## config.mk

```make
export PLATFORM = sky130hd
export DESIGN_NAME = fifo_arbiter_ctrl_flat
export DESIGN_NICKNAME = d
export VERILOG_FILES = /design/src/rtl/fifo_arbiter_ctrl_if.sv /design/src/rtl/fifo_arbiter_ctrl.sv /design/src/flat_wrapper.sv
export SDC_FILE = /design/constraint.sdc
export NUM_CORES = 1
export LEC_CHECK = 0
export BUFFER_PORTS_ARGS = -buffer_cell sky130_fd_sc_hd__clkbuf_2
export CAP_MARGIN = 0
export CORE_UTILIZATION = 25
export CTS_CLUSTER_SIZE = 24
export DETAILED_ROUTE_END_ITERATION = 12
export GPL_TIMING_DRIVEN = 0
export MAX_ROUTING_LAYER = met4
export SKIP_LAST_GASP = 1
export SYNTH_ARGS = -nofsm -noshare
export SYNTH_HDL_FRONTEND = slang
export SYNTH_SLANG_ARGS = --single-unit
export TNS_END_PERCENT = 100
```

## constraint.sdc

```tcl
create_clock -name clk -period 3.3 [get_ports clk]
set_input_delay 0.495 -clock clk [delete_from_list [all_inputs] [get_ports clk]]
set_output_delay 0.495 -clock clk [all_outputs]
set_load 0.01 [all_outputs]
```

## src/rtl/fifo_arbiter_ctrl_if.sv

```systemverilog
// rtl/fifo_arbiter_ctrl_if.sv - FIFO-side bus between the arbiter controller and its FIFOs
//
// Purpose: bundles the signals exchanged with the four input FIFOs and the
// four output FIFOs.
// Signals:
//   in_empty[3:0]         empty flags of input FIFOs 0..3
//   in_data0..in_data3    read data of input FIFOs, valid the cycle after a pop
//   in_pop[3:0]           one-hot-or-zero pop strobe to the input FIFOs
//   out_almost_full[3:0]  almost-full flags of output FIFOs 0..3
//   out_push[3:0]         one-hot-or-zero push strobe to the output FIFOs
//   out_data              word presented together with out_push
// Modports: master = controller side, slave = FIFO side.

interface fifo_arbiter_ctrl_if #(
   parameter int WORD_SIZE = 6
);
   logic [3:0]           in_empty;
   logic [WORD_SIZE-1:0] in_data0;
   logic [WORD_SIZE-1:0] in_data1;
   logic [WORD_SIZE-1:0] in_data2;
   logic [WORD_SIZE-1:0] in_data3;
   logic [3:0]           in_pop;
   logic [3:0]           out_almost_full;
   logic [3:0]           out_push;
   logic [WORD_SIZE-1:0] out_data;

   modport master (
      input  in_empty, in_data0, in_data1, in_data2, in_data3, out_almost_full,
      output in_pop, out_push, out_data
   );

   modport slave (
      output in_empty, in_data0, in_data1, in_data2, in_data3, out_almost_full,
      input  in_pop, out_push, out_data
   );
endinterface

```

## src/rtl/fifo_arbiter_ctrl.sv

```systemverilog
// rtl/fifo_arbiter_ctrl.sv - round-robin arbiter and router for four input and four output FIFOs
//
// Purpose: programs FIFO thresholds, pops one word at a time from a non-empty
// input FIFO in round-robin order, and pushes the word into the output FIFO
// named by its two MSBs. Halts permanently (until reset) on any FIFO error.
// Ports:
//   clk, reset_L                  clock, asynchronous active-low reset
//   init                          request threshold programming
//   umbral_full_in/empty_in       thresholds to program
//   fifo_error[7:0]               [3:0] input FIFO errors, [7:4] output FIFO errors
//   full_threshold/empty_threshold  programmed thresholds to all FIFOs
//   state[4:0], idle, error_out   one-hot state and status flags
//   fifo                          FIFO-side bus (master modport)

module fifo_arbiter_ctrl #(
   parameter int WORD_SIZE = 6,
   parameter int PTR_L     = 5,
   parameter int MEM_SIZE  = 4
) (
   input  logic              clk,
   input  logic              reset_L,
   input  logic              init,
   input  logic [PTR_L-1:0]  umbral_full_in,
   input  logic [PTR_L-1:0]  umbral_empty_in,
   input  logic [7:0]        fifo_error,
   output logic [PTR_L-1:0]  full_threshold,
   output logic [PTR_L-1:0]  empty_threshold,
   output logic [4:0]        state,
   output logic              idle,
   output logic              error_out,
   fifo_arbiter_ctrl_if.master fifo
);

   localparam logic [4:0] S_RESET  = 5'b00001;
   localparam logic [4:0] S_INIT   = 5'b00010;
   localparam logic [4:0] S_IDLE   = 5'b00100;
   localparam logic [4:0] S_ACTIVE = 5'b01000;
   localparam logic [4:0] S_ERROR  = 5'b10000;

   // Two words can still land after almost-full is seen, so a FIFO needs
   // room for at least that margin plus one.
   if (MEM_SIZE < 3) begin : g_mem_size_check
      $error("fifo_arbiter_ctrl: MEM_SIZE must be at least 3");
   end

   logic [4:0]           state_next;
   logic [1:0]           ptr;
   logic [3:0]           pop_q;       // which FIFO was popped last cycle; its data is valid now
   logic [3:0]           eligible;
   logic [3:0]           grant;
   logic [1:0]           gidx;
   logic [1:0]           idx;
   logic                 pop_en;
   logic [WORD_SIZE-1:0] sel_data;
   logic [1:0]           dst;
   logic [3:0]           push_next;

   assign idle      = (state == S_IDLE);
   assign error_out = (state == S_ERROR);

   // Destination is unknown before the read, so any almost-full blocks all pops.
   assign pop_en = (state == S_ACTIVE) && (fifo.out_almost_full == 4'b0000);

   // A FIFO popped this cycle is skipped: its in_empty flag has not updated yet.
   always_comb begin
      eligible = ~fifo.in_empty & ~fifo.in_pop;
      grant    = 4'b0000;
      gidx     = ptr;
      idx      = ptr;
      for (int k = 1; k <= 4; k++) begin
         idx = ptr + 2'(k);
         if (grant == 4'b0000 && eligible[idx]) begin
            grant[idx] = 1'b1;
            gidx       = idx;
         end
      end
   end

   always_comb begin
      sel_data = '0;
      case (pop_q)
         4'b0001: sel_data = fifo.in_data0;
         4'b0010: sel_data = fifo.in_data1;
         4'b0100: sel_data = fifo.in_data2;
         4'b1000: sel_data = fifo.in_data3;
         default: sel_data = '0;
      endcase
   end

   assign dst       = sel_data[WORD_SIZE-1 -: 2];
   assign push_next = (pop_q != 4'b0000) ? (4'b0001 << dst) : 4'b0000;

   always_comb begin
      state_next = state;
      case (state)
         S_RESET:  state_next = S_INIT;
         S_INIT:   state_next = init ? S_INIT : S_IDLE;
         S_IDLE: begin
            if (init)
               state_next = S_INIT;
            else if (fifo.in_empty != 4'b1111)
               state_next = S_ACTIVE;
         end
         S_ACTIVE: begin
            if (fifo.in_empty == 4'b1111 && fifo.in_pop == 4'b0000 && pop_q == 4'b0000)
               state_next = S_IDLE;
         end
         S_ERROR:  state_next = S_ERROR;
         default:  state_next = S_RESET;
      endcase
      if ((fifo_error != 8'h00) &&
          (state == S_INIT || state == S_IDLE || state == S_ACTIVE))
         state_next = S_ERROR;
   end

   always_ff @(posedge clk or negedge reset_L) begin
      if (!reset_L) begin
         state           <= S_RESET;
         ptr             <= 2'd3;
         pop_q           <= 4'b0000;
         full_threshold  <= '0;
         empty_threshold <= '0;
         fifo.in_pop     <= 4'b0000;
         fifo.out_push   <= 4'b0000;
         fifo.out_data   <= '0;
      end else begin
         state <= state_next;
         if (state == S_INIT && init) begin
            full_threshold  <= umbral_full_in;
            empty_threshold <= umbral_empty_in;
         end
         if (state_next == S_ERROR) begin
            fifo.in_pop   <= 4'b0000;
            fifo.out_push <= 4'b0000;
            pop_q         <= 4'b0000;
         end else begin
            fifo.in_pop <= pop_en ? grant : 4'b0000;
            if (pop_en && grant != 4'b0000)
               ptr <= gidx;
            pop_q         <= fifo.in_pop;
            fifo.out_push <= push_next;
            if (pop_q != 4'b0000)
               fifo.out_data <= sel_data;
         end
      end
   end

endmodule

```

## src/flat_wrapper.sv

```systemverilog
// flat-port wrapper written by rule: the top's interface ports become plain ports
module fifo_arbiter_ctrl_flat 
#(
   parameter int WORD_SIZE = 6,
   parameter int PTR_L     = 5,
   parameter int MEM_SIZE  = 4
)
  (clk, reset_L, init, umbral_full_in, umbral_empty_in, fifo_error, full_threshold, empty_threshold, state, idle, error_out, fifo_in_empty, fifo_in_data0, fifo_in_data1, fifo_in_data2, fifo_in_data3, fifo_out_almost_full, fifo_in_pop, fifo_out_push, fifo_out_data);
  fifo_arbiter_ctrl_if #(.WORD_SIZE(WORD_SIZE)) fifo_i ();
  input  logic clk;
  input  logic reset_L;
  input  logic init;
  input  logic [PTR_L-1:0] umbral_full_in;
  input  logic [PTR_L-1:0] umbral_empty_in;
  input  logic [7:0] fifo_error;
  output logic [PTR_L-1:0] full_threshold;
  output logic [PTR_L-1:0] empty_threshold;
  output logic [4:0] state;
  output logic idle;
  output logic error_out;
  input wire logic [$bits(fifo_i.in_empty)-1:0] fifo_in_empty;
  input wire logic [$bits(fifo_i.in_data0)-1:0] fifo_in_data0;
  input wire logic [$bits(fifo_i.in_data1)-1:0] fifo_in_data1;
  input wire logic [$bits(fifo_i.in_data2)-1:0] fifo_in_data2;
  input wire logic [$bits(fifo_i.in_data3)-1:0] fifo_in_data3;
  input wire logic [$bits(fifo_i.out_almost_full)-1:0] fifo_out_almost_full;
  output wire logic [$bits(fifo_i.in_pop)-1:0] fifo_in_pop;
  output wire logic [$bits(fifo_i.out_push)-1:0] fifo_out_push;
  output wire logic [$bits(fifo_i.out_data)-1:0] fifo_out_data;
  assign fifo_i.in_empty = fifo_in_empty;
  assign fifo_i.in_data0 = fifo_in_data0;
  assign fifo_i.in_data1 = fifo_in_data1;
  assign fifo_i.in_data2 = fifo_in_data2;
  assign fifo_i.in_data3 = fifo_in_data3;
  assign fifo_i.out_almost_full = fifo_out_almost_full;
  assign fifo_in_pop = fifo_i.in_pop;
  assign fifo_out_push = fifo_i.out_push;
  assign fifo_out_data = fifo_i.out_data;
  fifo_arbiter_ctrl #(.WORD_SIZE(WORD_SIZE), .PTR_L(PTR_L), .MEM_SIZE(MEM_SIZE)) u_core (.clk(clk), .reset_L(reset_L), .init(init), .umbral_full_in(umbral_full_in), .umbral_empty_in(umbral_empty_in), .fifo_error(fifo_error), .full_threshold(full_threshold), .empty_threshold(empty_threshold), .state(state), .idle(idle), .error_out(error_out), .fifo(fifo_i));
endmodule
```

Yosys cells after proc, flatten, opt, wreduce, memory -nomap -nowiden
Index checks and enable logic that the tools add are counted.
Word-level totals
  register bits after elaboration: 35
  input bits: 53
  output and inout port bits: 31
  word-level logic and storage cells: 102
Operators by class
  $add $sub $neg: 3
  magnitude comparators: 8
  eq/ne operators: 12
  shift operators: 1
  multiplexer cells: 35
  bitwise operators: 8
  reductions and logical operators: 27
Operators with widths (number)
  4-bit two-way mux: 9
  5-bit one-hot mux with 5 select lines: 1
  4-bit zero test: 6
  6-bit one-hot mux with 4 select lines: 1
  5-bit two-way mux: 4
  1-bit logical AND: 13
  2-bit by 3-bit < comparator with 1-bit output (second input constant): 4
  4-bit bitwise OR: 3
  5-bit == test (second input constant): 2
  1-bit binary-select mux with 2-bit select: 4
  1-bit demux with 2-bit select: 4
  4-bit == test (second input constant): 2
  2-bit by 1-bit greater-or-equal comparator with 1-bit output (second input constant): 4
  1-bit two-way mux: 8
  4-bit NOT: 2
  4-bit nonzero test: 2
  8-bit nonzero test: 1
  2-bit two-way mux: 3
  5-bit by 1-bit == test with 1-bit output (second input constant): 1
  5-bit by 2-bit == test with 1-bit output (second input constant): 1
  5-bit by 3-bit == test with 1-bit output (second input constant): 1
  5-bit by 4-bit == test with 1-bit output (second input constant): 1
  2-bit adder (second input constant): 2
  4-bit AND: 1
  12 further kinds: 14

Depth between registers and ports, before layout
  depth after elaboration: 18
  depth in mapped cells: 9
  gate-level depth less buffers: 9

Worst setup path after synthesis
Ideal clock, no wire load.
  path type: register to register
  start point: register u_core.ptr[0]
  end point: register u_core.ptr[1]
  setup time: 89 ps
  data arrival time: 2710 ps
  data required time: 3211 ps
  setup slack: 501 ps
  stages on the path, launching flop included: 9
  buffers on the path: 0
  period minus slack after synthesis: 2799 ps
  path through: dfstp_2 -> inv_1 -> ha_1 -> mux4_2 -> a21o_1 -> a211oi_4 -> nand2b_2 -> a21boi_1 -> o32ai_2
Between the ends
  longest elaborated chain between the ends: 18
  elaborated cells on any way between the ends: 52
  those cells by class: 3 x add/sub; 8 x order compare; 23 x mux; 4 x bitwise; 14 x reduce/logical
Ends and longest elaborated chain
  from (decl): RTL line fifo_arbiter_ctrl.sv:47  | logic [1:0] ptr;
  from (signal assigned): RTL line fifo_arbiter_ctrl.sv:139  | ptr <= gidx;
  2-bit by 1-bit adder with 2-bit output: RTL line fifo_arbiter_ctrl.sv:71  | idx = ptr + 2'(k);
  2-bit by 3-bit < comparator with 1-bit output (not written as such) or 2-bit by 1-bit greater-or-equal comparator with 1-bit output (tied branches): RTL line fifo_arbiter_ctrl.sv:73  | grant[idx] = 1'b1;
  1-bit logical AND (not written as such): RTL line fifo_arbiter_ctrl.sv:73
  1-bit two-way mux (not written as such): RTL line fifo_arbiter_ctrl.sv:73
  1-bit demux with 2-bit select
  4-bit two-way mux: RTL line fifo_arbiter_ctrl.sv:72  | if (grant == 4'b0000 && eligible[idx]) begin
  4-bit zero test: RTL line fifo_arbiter_ctrl.sv:72
  1-bit logical AND: RTL line fifo_arbiter_ctrl.sv:72
  [... 2 more ...]
  1-bit logical AND: RTL line fifo_arbiter_ctrl.sv:72
  4-bit two-way mux: RTL line fifo_arbiter_ctrl.sv:72
  4-bit zero test: RTL line fifo_arbiter_ctrl.sv:72
  1-bit logical AND: RTL line fifo_arbiter_ctrl.sv:72
  4-bit two-way mux: RTL line fifo_arbiter_ctrl.sv:72
  4-bit nonzero test: RTL line fifo_arbiter_ctrl.sv:138  | if (pop_en && grant != 4'b0000)
  1-bit logical AND: RTL line fifo_arbiter_ctrl.sv:138
  4-bit AND reduction (no line)
Several ways; a longest one is shown, not always the timed one. The select of a mux whose other input is x is not followed.
A chain may end at the register's enable or synchronous reset.

Worst setup path after layout
Ends and elaborated chain as after synthesis.

==> results.yml <==
logic_synthesis:
  synthArstFlopShare: 1.00
  yosys_warnings: 0
  yosys_most_used_dff: "dfrtp_1"
  mappedNetlistArea_mm2: 0.00226
  synth.yosys.seq_area_share: 0.388
  synth_edf_count: 0
  yosysUniqueCellTypes: 50
  ys_ff_latch: 35
  synth.avg_cell_area_um2: 9.68
  syn_inst: 234
  synth.net_count: 294
min_path:
  hold_path_class: "input port to async pin"
cts:
  root_buffer: "clkbuf_8"
  path_clk_slew_ns: 0.07
  htreeDepth: 2
  cts_hold_buf: 0
  cts.sinks: 35
  cts_tree: "done"
  clockBufferDepth: 2
  clock_latency_ns: 0.28
  numCtsBuffers: 5
global_routing:
  grt-ovfl-total: 0
  grt_pass1_vias: 2147
  grt_first_pass_wirelength_mm: 10.4
  track_usage: 0.137
  antenna_found_initial: 0
  grt_max_degree: 36
worst_setup_path:
  crit_chain: "inv_1 > ha_2 > mux4_2 > a21o_1 > a211oi_4 > nand2b_2 > a21boi_1 > o32ai_2"
  required_ns: 3.50
  crit_path_max_fanout: 9
  worst_setup_path_start_kind: "flip-flop"
  worst-r2r-cell-count: 8
  end_kind: "flip-flop"
  cp_num_cells: 8
  critPathKind: "flip-flop to flip-flop"
  cpMaxStageDelayCell: "dfstp_2"
  crit_buf_inv: 1
  crit_family: "compound AO/OA/AOI/OAI gates"
  arrival_ns: 3.29
  max_stage_delay_ns: 0.62
route:
  num_vias: 2199
  postRouteAntennaNets: 0
  firstDrtPassIters: 4
  routedWlPerCell_um: 13.9
  drtIter0Drc: 82
  routed_wl_mm: 6.04
  drcViolationCount: 0
  via_per_inst: 5.07
timing:
  max_freq_mhz: 323
  finalHoldWorstSlack_ns: 0.309
  finalSetupTns_ns: 0
  setup_violations: 0
  hold_viol_final: 0
  period_share: 0.937
  worst_pin_slew_ns: 1.10
  drv_slew: 0
  max_slew_margin: 0.262
  period_needed_ns: 3.09
  finClkSkew_ns: 0.00239
  fin_ws_ns: 0.208
  rsz0062_at_grt: "no"
place:
  gp_congestion: 0.862
  port_buffers: 83
  dp_slack_ns: 0.184
  hpwl_mm: 4.74
layout:
  nNetsFinal: 385
  diodes: 0
  seq_area_um2: 880
  area_growth_pct: 29.8
  layout_common_cells: "clkbuf_2 (83), dfrtp_1 (32), a21oi_1 (17), nor2_1 (16), a22oi_1 (16)"
  multi_input_area_mm2: 0.00135
  layout_commonest_cell: "clkbuf_2"
  nFillCells: 882
  drive_above_1_share: 0.380
outcome:
  status: "finished clean"
die:
  initial_core_util: 0.258
  fp.dieArea_mm2: 0.00944
  pin_count: 84
  core-area_mm2: 0.00876
  die_x_um: 97.2
  row_count: 34
  die_h_um: 97.2
pwr:
  peakVddDrop_uv: 152
  power_density_mw_per_mm2: 287
  total_power_uw: 844
  total_leakage_power_nw: 1.40
run:
  cap_viol_max_count: 0
-- metrics by stage --
step | std cells | utilization | cell area (um2)
finish | 434 | 0.335 | 2940
global route | 434 | 0.335 | 2940
CTS | 433 | 0.333 | 2920
detailed placement | 425 | 0.321 | 2820
global placement | 425 | 0.321 | 2820
floorplan | 234 | - | 2260
-- repair_timing --
action / in CTS / in global routing
gates resized for setup: 0 / 2
buffers inserted: 0 / 1
setup endpoints to repair: 0 / 2
-- state kept, by name (all words and copies together) (netlist names) --
name,cells
u_core.ptr,2
u_core.fifo.out_push,4
u_core.fifo.in_pop,4
u_core.pop_q,4
u_core.fifo.out_data,6
u_core.empty_threshold,5
u_core.state,5
u_core.full_threshold,5
-- cell usage after synthesis, types with 2 or more instances --
cell,n,share of area
dfrtp_1,32,0.35
a21oi_1,17,0.038
a22oi_1,16,0.053
nor2_1,16,0.027
nand2_1,15,0.025
o21ai_0,13,0.029
mux2_2,10,0.050
ha_1,7,0.039
nand2b_1,7,0.019
nor2b_1,7,0.019
nor4_1,7,0.019
and2_1,6,0.017
clkbuf_1,5,0.0083
inv_1,5,0.0083
mux4_2,5,0.050
nor3_1,5,0.011
a21o_1,4,0.013
o21ai_1,4,0.0088
a31oi_1,3,0.0083
dfstp_2,3,0.035
nand3_1,3,0.0066
nand4_1,3,0.0083
o21a_1,3,0.0099
or2_0,3,0.0083
or2_2,3,0.0083
or4_1,3,0.0099
a21boi_1,2,0.0066
inv_2,2,0.0033
nor4_2,2,0.011
o211ai_1,2,0.0066
xnor2_1,2,0.0077
-- layer usage --
layer  part of all wire  up-vias  routed length (um)  global-route usage
met1               0.46     1044                2790               0.176
met4              0.019        0                 117              0.0436
met3              0.062       14                 377              0.0317
li1                   -     1060                   -                   -
met5                  0        -                   0                   -
met2               0.46       81                2760               0.215
-- worst register-to-register path: cells and delay by family, from the launching register on --
family | cells | cell delay (ns)
AOI/OAI and AO/OA | 4 | 0.99
muxes | 1 | 0.62
buffers and inverters | 1 | 0.19
adders and majority gates | 1 | 0.45
and+or+nand+nor | 1 | 0.13
DFF | 1 | 0.62
-- final timing paths --
path | startpoint | end | slack [ns]
max in group asynchronous | reset_L | u_core.fifo.out_push[2] | 2.44
max reg2reg | u_core.ptr[0] | u_core.ptr[1] | 0.21
min reg2reg | u_core.fifo.out_data[5] | u_core.fifo.out_data[5] | 0.50
max | u_core.ptr[0] | u_core.ptr[1] | 0.21
min | reset_L | u_core.fifo.out_data[1] | 0.31
min in group clk | fifo_in_data1[2] | u_core.fifo.out_data[2] | 0.44
-- cell families after synthesis --
group | Yosys count | share of synthesized area
AND/OR/NAND/NOR | 87 | 0.214
flip-flops | 35 | 0.388
buffers and inverters | 13 | 0.0221
adder cells (fa/ha/maj) | 7 | 0.0387
AO/OA/AOI/OAI | 73 | 0.220
multiplexers | 17 | 0.109
XOR/XNOR | 2 | 0.00774
-- report_power, final --
part / internal (mW) / switching [mW] / total (mW)
Combinational: 0.0333 / 0.0369 / 0.0702
Sequential: 0.429 / 0 / 0.429
Clock: 0.190 / 0.155 / 0.344
Total: 0.652 / 0.192 / 0.844
-- layout make-up --
cell class,instances,share of cell area
flip-flops and latches,35,0.299
inverters,7,0.00894
clock buffers,7,0.0328
plain buffers,6,0.00809
clock inverters,1,0.00255
well taps,108,0.0460
multi-input cells,186,0.458
repair buffers,84,0.144
Power figures use the tool's default switching activity.
